### src/rtl/seq_div_pkg.sv
// Shared widths and FSM state encoding for the sequential restoring divider.
package div_pkg;

    localparam int DIV_N = 8;
    localparam int DIV_M = 4;

    typedef enum logic [1:0] {
        IDLE = 2'd0,
        CALC = 2'd1,
        DONE = 2'd2
    } state_t;

endpackage

### src/rtl/seq_div_if.sv
// Request/result bundle between a divider client (master) and seq_div (slave).
interface seq_div_if
    import div_pkg::*;
#(
    parameter int N = DIV_N,
    parameter int M = DIV_M
) ();

    logic         i_start;
    logic [N-1:0] i_dividend;
    logic [M-1:0] i_divisor;
    logic         o_busy;
    logic         o_done;
    logic [N-1:0] o_quotient;
    logic [M-1:0] o_remainder;
    logic         o_div_by_zero;

    modport master (
        output i_start, i_dividend, i_divisor,
        input  o_busy, o_done, o_quotient, o_remainder, o_div_by_zero
    );

    modport slave (
        input  i_start, i_dividend, i_divisor,
        output o_busy, o_done, o_quotient, o_remainder, o_div_by_zero
    );

endinterface

### src/rtl/seq_div_step.sv
// One combinational restoring-division step: shift in a dividend bit, subtract if it fits.
module div_step #(
    parameter int M = 4
) (
    input  logic [M:0]   i_r,
    input  logic         i_qMsb,
    input  logic [M-1:0] i_d,
    output logic [M:0]   o_r,
    output logic         o_qBit
);

    logic [M:0] w_t;

    assign w_t = {i_r[M-1:0], i_qMsb};

    // A set top bit in r means the shifted value certainly exceeds d.
    always_comb begin
        o_r    = w_t;
        o_qBit = 1'b0;
        if (i_r[M] || (w_t >= {1'b0, i_d})) begin
            o_r    = w_t - {1'b0, i_d};
            o_qBit = 1'b1;
        end
    end

endmodule

### src/rtl/seq_div.sv
// Sequential restoring divider: one quotient bit per clock, registered results with a done pulse.
module seq_div
    import div_pkg::*;
#(
    parameter int N = DIV_N,
    parameter int M = DIV_M
) (
    input logic        clk,
    input logic        rst,
    seq_div_if.slave   bus
);

    localparam int CW = $clog2(N + 1);

    state_t       r_state;
    state_t       w_stateNext;
    logic [N-1:0] r_q;
    logic [M-1:0] r_d;
    logic [M:0]   r_r;
    logic [CW-1:0] r_count;
    logic [N-1:0] r_quotient;
    logic [M-1:0] r_remainder;
    logic         r_divZero;

    logic         w_accept;
    logic         w_zeroDivisor;
    logic         w_lastStep;
    logic [M:0]   w_rNext;
    logic         w_qBit;
    logic [N-1:0] w_qNext;

    div_step #(.M(M)) u_step (
        .i_r    (r_r),
        .i_qMsb (r_q[N-1]),
        .i_d    (r_d),
        .o_r    (w_rNext),
        .o_qBit (w_qBit)
    );

    assign w_qNext = {r_q[N-2:0], w_qBit};

    // DONE also accepts a new request so back-to-back operation loses no cycle.
    always_comb begin
        w_stateNext   = r_state;
        w_zeroDivisor = (bus.i_divisor == '0);
        w_accept      = bus.i_start && (r_state != CALC);
        w_lastStep    = (r_state == CALC) && (r_count == CW'(1));
        case (r_state)
            IDLE: begin
                if (bus.i_start) begin
                    w_stateNext = w_zeroDivisor ? DONE : CALC;
                end
            end
            CALC: begin
                if (w_lastStep) begin
                    w_stateNext = DONE;
                end
            end
            DONE: begin
                if (bus.i_start) begin
                    w_stateNext = w_zeroDivisor ? DONE : CALC;
                end else begin
                    w_stateNext = IDLE;
                end
            end
            default: w_stateNext = IDLE;
        endcase
    end

    always_ff @(posedge clk or posedge rst) begin
        if (rst) begin
            r_state     <= IDLE;
            r_q         <= '0;
            r_d         <= '0;
            r_r         <= '0;
            r_count     <= '0;
            r_quotient  <= '0;
            r_remainder <= '0;
            r_divZero   <= 1'b0;
        end else begin
            r_state <= w_stateNext;
            if (w_accept) begin
                r_q       <= bus.i_dividend;
                r_d       <= bus.i_divisor;
                r_r       <= '0;
                r_count   <= CW'(N);
                r_divZero <= w_zeroDivisor;
                if (w_zeroDivisor) begin
                    r_quotient  <= '1;
                    r_remainder <= '0;
                end
            end else if (r_state == CALC) begin
                r_q     <= w_qNext;
                r_r     <= w_rNext;
                r_count <= r_count - CW'(1);
                if (w_lastStep) begin
                    r_quotient  <= w_qNext;
                    r_remainder <= w_rNext[M-1:0];
                end
            end
        end
    end

    assign bus.o_busy        = (r_state == CALC);
    assign bus.o_done        = (r_state == DONE);
    assign bus.o_quotient    = r_quotient;
    assign bus.o_remainder   = r_remainder;
    assign bus.o_div_by_zero = r_divZero;

endmodule

### src/flat_wrapper.sv
// flat-port wrapper written by rule: the top's interface ports become plain ports
module seq_div_flat import div_pkg::*;
#(
    parameter int N = DIV_N,
    parameter int M = DIV_M
)
  (clk, rst, bus_i_start, bus_i_dividend, bus_i_divisor, bus_o_busy, bus_o_done, bus_o_quotient, bus_o_remainder, bus_o_div_by_zero);
  seq_div_if #(.N(N), .M(M)) bus_i ();
  input logic clk;
  input logic rst;
  input wire logic [$bits(bus_i.i_start)-1:0] bus_i_start;
  input wire logic [$bits(bus_i.i_dividend)-1:0] bus_i_dividend;
  input wire logic [$bits(bus_i.i_divisor)-1:0] bus_i_divisor;
  output wire logic [$bits(bus_i.o_busy)-1:0] bus_o_busy;
  output wire logic [$bits(bus_i.o_done)-1:0] bus_o_done;
  output wire logic [$bits(bus_i.o_quotient)-1:0] bus_o_quotient;
  output wire logic [$bits(bus_i.o_remainder)-1:0] bus_o_remainder;
  output wire logic [$bits(bus_i.o_div_by_zero)-1:0] bus_o_div_by_zero;
  assign bus_i.i_start = bus_i_start;
  assign bus_i.i_dividend = bus_i_dividend;
  assign bus_i.i_divisor = bus_i_divisor;
  assign bus_o_busy = bus_i.o_busy;
  assign bus_o_done = bus_i.o_done;
  assign bus_o_quotient = bus_i.o_quotient;
  assign bus_o_remainder = bus_i.o_remainder;
  assign bus_o_div_by_zero = bus_i.o_div_by_zero;
  seq_div #(.N(N), .M(M)) u_core (.clk(clk), .rst(rst), .bus(bus_i));
endmodule
### config.mk
export PLATFORM = sky130hd
export DESIGN_NAME = seq_div_flat
export DESIGN_NICKNAME = d
export VERILOG_FILES = /design/src/rtl/seq_div_pkg.sv /design/src/rtl/seq_div_if.sv /design/src/rtl/seq_div_step.sv /design/src/rtl/seq_div.sv /design/src/flat_wrapper.sv
export SDC_FILE = /design/constraint.sdc
export NUM_CORES = 1
export LEC_CHECK = 0
export BUFFER_PORTS_ARGS = -buffer_cell sky130_fd_sc_hd__buf_4
export CORE_MARGIN = 2
export CORE_UTILIZATION = 40
export DETAILED_ROUTE_END_ITERATION = 10
export MAX_ROUTING_LAYER = met4
export RECOVER_POWER = 25
export SYNTH_ARGS = -nofsm -noshare
export SYNTH_HDL_FRONTEND = slang
export SYNTH_HIERARCHICAL = 1
export SYNTH_SLANG_ARGS = --single-unit
### constraint.sdc
create_clock -name clk -period 2.7 [get_ports clk]
set_input_delay 0.405 -clock clk [delete_from_list [all_inputs] [get_ports clk]]
set_output_delay 0.405 -clock clk [all_outputs]
set_load 0.02 [all_outputs]
Yosys cells after proc, flatten, opt, wreduce, memory -nomap -nowiden
Index checks and enable logic that the tools add are counted.
- register bits: 36
- bits of input ports: 15
- output and inout bits: 15
- word-level logic and storage cells: 48
- add/sub/neg operators: 2
- $lt $le $gt $ge: 1
- equality and inequality tests: 7
- mux-type cells: 21
- reductions and logical operators: 9
- operators with widths (cell ; number):
    $mux W8 ; 6
    $mux W4 ; 6
    $mux W5 ; 3
    $mux W2 ; 4
    $pmux W2 S3 ; 1
    $ge A5 B4 Y1 ; 1
    $sub A5 B4 Y5 ; 1
    $eq A4 B1 Y1 const B ; 1
    $logic_not A4 Y1 ; 1
    $ne A2 B1 Y1 const B ; 2
    $ne A2 B2 Y1 const B ; 2
    $reduce_bool A2 Y1 ; 2
    $sub A4 B1 Y4 const B ; 1
    $reduce_and A3 Y1 ; 1
    $eq A2 B1 Y1 const B ; 1
    $eq A2 B2 Y1 const B ; 1
    $logic_and A1 B1 Y1 ; 2
    $logic_not A2 Y1 ; 1
    $reduce_and A2 Y1 ; 1
    $logic_or A1 B1 Y1 ; 1
    $mux W1 ; 1

Logic depth before layout (Yosys ltp)
- word-level depth: 6
- mapped depth: 9
- gate-level depth less buffers: 9

Hierarchy
The synthesis kept the hierarchy.
- by module, submodules not included (module ; times used ; cells an instance ; area an instance (µm²) ; seq. area each (µm²)):
    seq_div ; 1 ; 154 ; 1654.1 ; 900.9
    div_step ; 1 ; 34 ; 292.8 ; 0.0

Least setup slack after synthesis
No wires, ideal clock.
- path kind: flip-flop to flip-flop
- start: reg u_core.r_d[1]
- end: reg u_core.r_remainder[2], in the netlist u_core/bus.o_remainder[2]
- setup time: 0.120 ns
- data arrival time: 1.876 ns
- required time: 2.580 ns
- slack: 0.705 ns
- cell stages (with the launch flop): 9
- path buffers: 0
- period minus slack after synthesis: 1.995 ns
- cells stage by stage: dfrtp_1 -> inv_1 -> ha_1 -> nor2b_4 -> o31a_4 -> nor2_8 -> mux2_4 -> and3_1 -> a31o_1
- cells in the longest elaborated chain, start to end: 6
- elaborated cells between the ends (all ways): 7
- classes of those cells: 1 x add/sub; 1 x order compare; 4 x mux; 1 x reduce/logical
- ends and longest elaborated chain (item ; RTL line ; source):
    from (decl) ; seq_div.sv:18 ; logic [M-1:0] r_d;
    from (signal assigned) ; seq_div.sv:84 ; r_d <= bus.i_divisor;
    $ge A5 B4 Y1 ; seq_div_step.sv:20 ; if (i_r[M] || (w_t >= {1'b0, i_d})) begin
    $logic_or A1 B1 Y1 ; seq_div_step.sv:20 ;
    $mux W5 (*) ; seq_div_step.sv:20 ;
    net u_core.w_rNext[2] ; seq_div.sv:28 ; logic [M:0] w_rNext;
    $mux W4 (*) ; seq_div.sv:96 ; if (w_lastStep) begin
    $mux W4 (*) ; seq_div.sv:92 ; end else if (r_state == CALC) begin
    $mux W4 (*) ; seq_div.sv:82 ; if (w_accept) begin
    to (signal assigned) ; seq_div.sv:98 ; r_remainder <= w_rNext[M-1:0];
    to (decl) ; seq_div.sv:22 ; logic [M-1:0] r_remainder;
Mark *: on every way through the listed nets, which the timed path passes. The rest lies on a longest branch. The select of a mux whose other input is x is not followed.
A chain may end at the register's enable or synchronous reset.

Worst setup path in the final report
- start: reg u_core.r_state[1]
- end: out bus_o_busy
- cells in the longest elaborated chain, start to end: 1
- ends and longest elaborated chain (item ; RTL line ; source):
    from (decl) ; seq_div.sv:15 ; state_t r_state;
    from (signal assigned) ; seq_div.sv:81 ; r_state <= w_stateNext;
    $eq A2 B1 Y1 ; seq_div.sv:104 ; assign bus.o_busy = (r_state == CALC);
    to (decl) ; flat_wrapper.sv:14 ; output wire logic [$bits(bus_i.o_busy)-1:0] bus_o_busy;
Every way passes these cells.

==> results <==
- The flow ran to the end, but the final reports show violations.
- The checks that failed: capacitance limit, slew limit.
- Setup violations remaining at the end of the flow were counted as 0.
- The core region is 0.00472 sq mm.
- For this design the ratio of total power to cell area is 1350 mW/mm^2.
- The average wire length per cell after detail routing is 13.6 um.
- The register area is 901 sq um.
- Detailed routing inserted a total of 1436 vias.
- Port buffering added 29 buffers.
- Setup repair after global routing left no endpoint under its margin.
- The remaining number of nets flagged by the antenna check after routing is 0.
- Of all nets on the critical path, the largest fanout is 46.
- For the final routed database, the setup TNS stands at 0 ns.
- The synthesized netlist occupies a cell area of 0.00195 sq mm.
- The worst path in the final design needs a cycle of 2.23 ns, including I/O delays and setup.
- The post-route clock skew is 0.00662 ns.
- The count of filler cells inserted in the layout is 467.
- The number of antenna violations at the first check in global routing is 0.
- Of the available clock period, the critical path in the final layout requires 0.825.
- The fraction of layout cells with a size suffix above 1 is 0.240.
- The per-instance average area after synthesis is 10.4 sq um.
- The source-to-sink clock delay at the later pin of the worst-skew pair is 0.29 ns.
- During synthesis, Yosys emitted a total of 6 warnings.
- The global-route congestion overflow total is 0.
- The H-tree level count is 2.
- The detailed-router iteration count before antenna repair is 4.
- The I/O pin total is 30.
- At the placement stage, the worst setup path has a slack of 0.633 ns.
- The type of element capturing the critical path is an output port.
- The buffer depth of the longest clock path is 2.
- Dividing the detail-routed via count by the number of cells gives 5.06.
- The type of the tightest min-delay check is in2reg.
- At the worst endpoint, the arrival time is 1.82 ns.
- The clock root buffer master is clkbuf_8.
- The post-synthesis sequential element count is 36.
- After synthesis, the cell types taking the most area are dfrtp_1 46%, o21ai_1 6.4%, mux2i_1 5.7%.
- The clock drives 36 sinks.
- Of the post-synthesis cell area, the dominant cell type holds 0.463.
- In this run the horizontal extent of the chip is 73.8 um.
- The async set-reset flop share out of synthesis is 1.00.
- The required time of the critical path is 2.30 ns.
- The share of total power dissipated in the clock network is 0.150.
- The area after detailed placement is 0.00219 sq mm.
- Of the synthesized area, sequential elements account for 0.463.
- Max-cap violations in this run came to 1.
- After synthesis, the netlist uses 41 different library cells.
- The worst IR drop on VDD is 0.535 mV.
- The floorplan step defined a die boundary enclosing 0.00544 sq mm.
- The dominant synthesized flop cell is dfrtp_1.
- The wire length reported by the detailed router is 3870 um.
- The final layout contains 238 nets.
- The relative contribution of combinational cells to total power is 0.533.
- The global-route wire length before repair is 6900 um.
- The proportion of power drawn by flip-flops and latches is 0.317.
- The hold buffer count at cts is 0.
- The critical path is of the reg2out type.
- Of all cell types, the one taking the most synthesized area is dfrtp_1.
- The clock-pin slew on the worst setup and hold paths is 0.07 ns.
- After the first detailed-routing iteration, the DRC count stood at 62.
- After floorplanning, the core was divided into 25 placement rows.
- The area growth from synthesis to layout is 17.8%.
- The internal portion of total power is 1.82 mW.
- The number of global-route vias before repair is 1454.
- The slew of the pin with the lowest slew margin is 1.93 ns.
- The total inserted antenna cells is 0.
- The headroom to the max-slew limit is -0.289.
- For this run, the share of the core covered by cells in the final layout is 0.486.
- The post-route standard cell area excluding fillers is 0.00229 sq mm.
- The final max-slew violation count is 37.
- TritonCTS built the clock tree.
- After layout, the worst setup slack is 0.474 ns.
- The effective utilization at floorplan is 0.412.
- The number of hold violations in the final report is 0.
- The number of standard cells after synthesis is 188.
- The TritonCTS buffer count is 5.
- The final RePlAce weighted congestion is 0.836.
- The multi-input combinational cells in the finished layout cover a total of 918 sq um.
- The worst setup path is launched from a flop.
- Of the total power, the share spent switching nets is 0.414.
- The synthesized design contains 0 enable-type register cells.
- The overall die height is 73.8 um.
- The register-to-register path setup slack is 0.63 ns.
- The number of gates resized after CTS is 0.
- When the netlist entered floorplanning its net count stood at 210.
- The achievable frequency is 0.449 GHz.
- The maximum number of pins on one net before global-route repair is 47.
- Summed over all nets, the switching power comes to 1.28 mW.
- Detailed placement finished with a half-perimeter wire length of 2690 um.
- Summed over all cells, the static leakage comes to 1.08 nW.
- After detailed routing, the number of remaining DRC violations is 0.
- The total global routing track utilization is 0.171.
- The number of setup buffers added after CTS is 0.
==> state kept, by name, indices dropped and copies added (netlist names) <==
signal,cells
u_core/bus.o_div_by_zero,1
u_core/bus.o_quotient,8
u_core/bus.o_remainder,4
u_core/r_count,4
u_core/r_d,4
u_core/r_q,8
u_core/r_r,5
u_core/r_state,2
==> cell type report <==
type                       count  area share
tap                           67      0.0366
inverter                      11      0.0202
timing repair buffer          32       0.103
clock buffer                   6      0.0316
multi-input combinational    130       0.400
sequential                    36       0.393
clock inverter                 2      0.0153
==> cell families (layout without fill, tap and decap cells) <==
| kind of cell | after synthesis | in the layout | synth area share |
|---|---|---|---|
| simple gates | 60 | 60 | 0.179 |
| compound gates | 44 | 44 | 0.140 |
| flops | 36 | 36 | 0.463 |
| buf+inv | 22 | 51 | 0.0655 |
| mux | 17 | 17 | 0.0951 |
| fa+ha+maj | 7 | 7 | 0.0488 |
| xor+xnor | 2 | 2 | 0.00900 |
==> per-stage QoR <==
stage | cells | power (mW) | hold slack [ns]
finish | 284 | 3.11 | 0.349
global route | 284 | 3.38 | 0.342
CTS | 284 | 3.14 | 0.235
detailed placement | 276 | 2.66 | 0.485
global placement | 276 | 2.64 | 0.478
floorplan | 188 | 2.30 | 0.464
==> worst max-delay path: stages, from the launching register on <==
cell and delay [ns]:
dfrtp_1 0.38, nand2b_1 0.49, inv_6 0.45, buf_4 0.21
==> power by group through the flow <==
stage	logic [mW]	registers [mW]	clock network (mW)
floorplan	1.23	1.07	0
global placement	1.65	0.997	0
detailed placement	1.66	0.996	0
CTS	1.67	0.988	0.478
global route	1.85	1.03	0.505
finish	1.65	0.986	0.466
==> cell usage in the layout (no fill, tap or decap), types with 5 or more instances in the layout <==
master,synthesis,routed
inv_1,9,9
clkbuf_8,0,5
ha_1,6,6
nand2_1,23,23
mux2i_1,11,11
a31oi_1,8,8
buf_4,1,30
o21ai_1,25,25
dfrtp_1,36,36
nand3_1,11,11
==> cells in the mapped netlist (2+ instances only) <==
cell type and number:
a21oi_1 2, a31o_1 4, a31oi_1 8, and3_1 4, buf_2 5, buf_6 4
dfrtp_1 36, ha_1 6, inv_1 9, mux2_1 4, mux2_4 2, mux2i_1 11
nand2_1 23, nand2b_1 3, nand3_1 11, nor2_1 4, nor2b_1 2, nor3_1 2
o21ai_1 25, xnor2_1 2
==> final timing paths <==
kind | from | endpoint | cells after the start
hold reg to reg | u_core/r_d[2] | u_core/r_d[2] | 1
setup reg to reg | u_core/r_d[1] | u_core/bus.o_remainder[2] | 8
hold / removal | bus_i_divisor[0] | u_core/r_d[0] | 2
min in group asynchronous | rst | u_core/r_q[6] | 3
setup / recovery | u_core/r_state[1] | bus_o_busy | 3
max in group asynchronous | rst | u_core/bus.o_remainder[3] | 3
==> layer usage <==
metal / GRT usage / up-vias / share of wire
li1: - / 708 / -
met1: 0.222 / 678 / 0.48
met2: 0.252 / 41 / 0.44
met3: 0.0535 / 9 / 0.053
met4: 0.0586 / 0 / 0.024
met5: - / - / 0
Note: power is estimated with default switching activity, not from simulation.
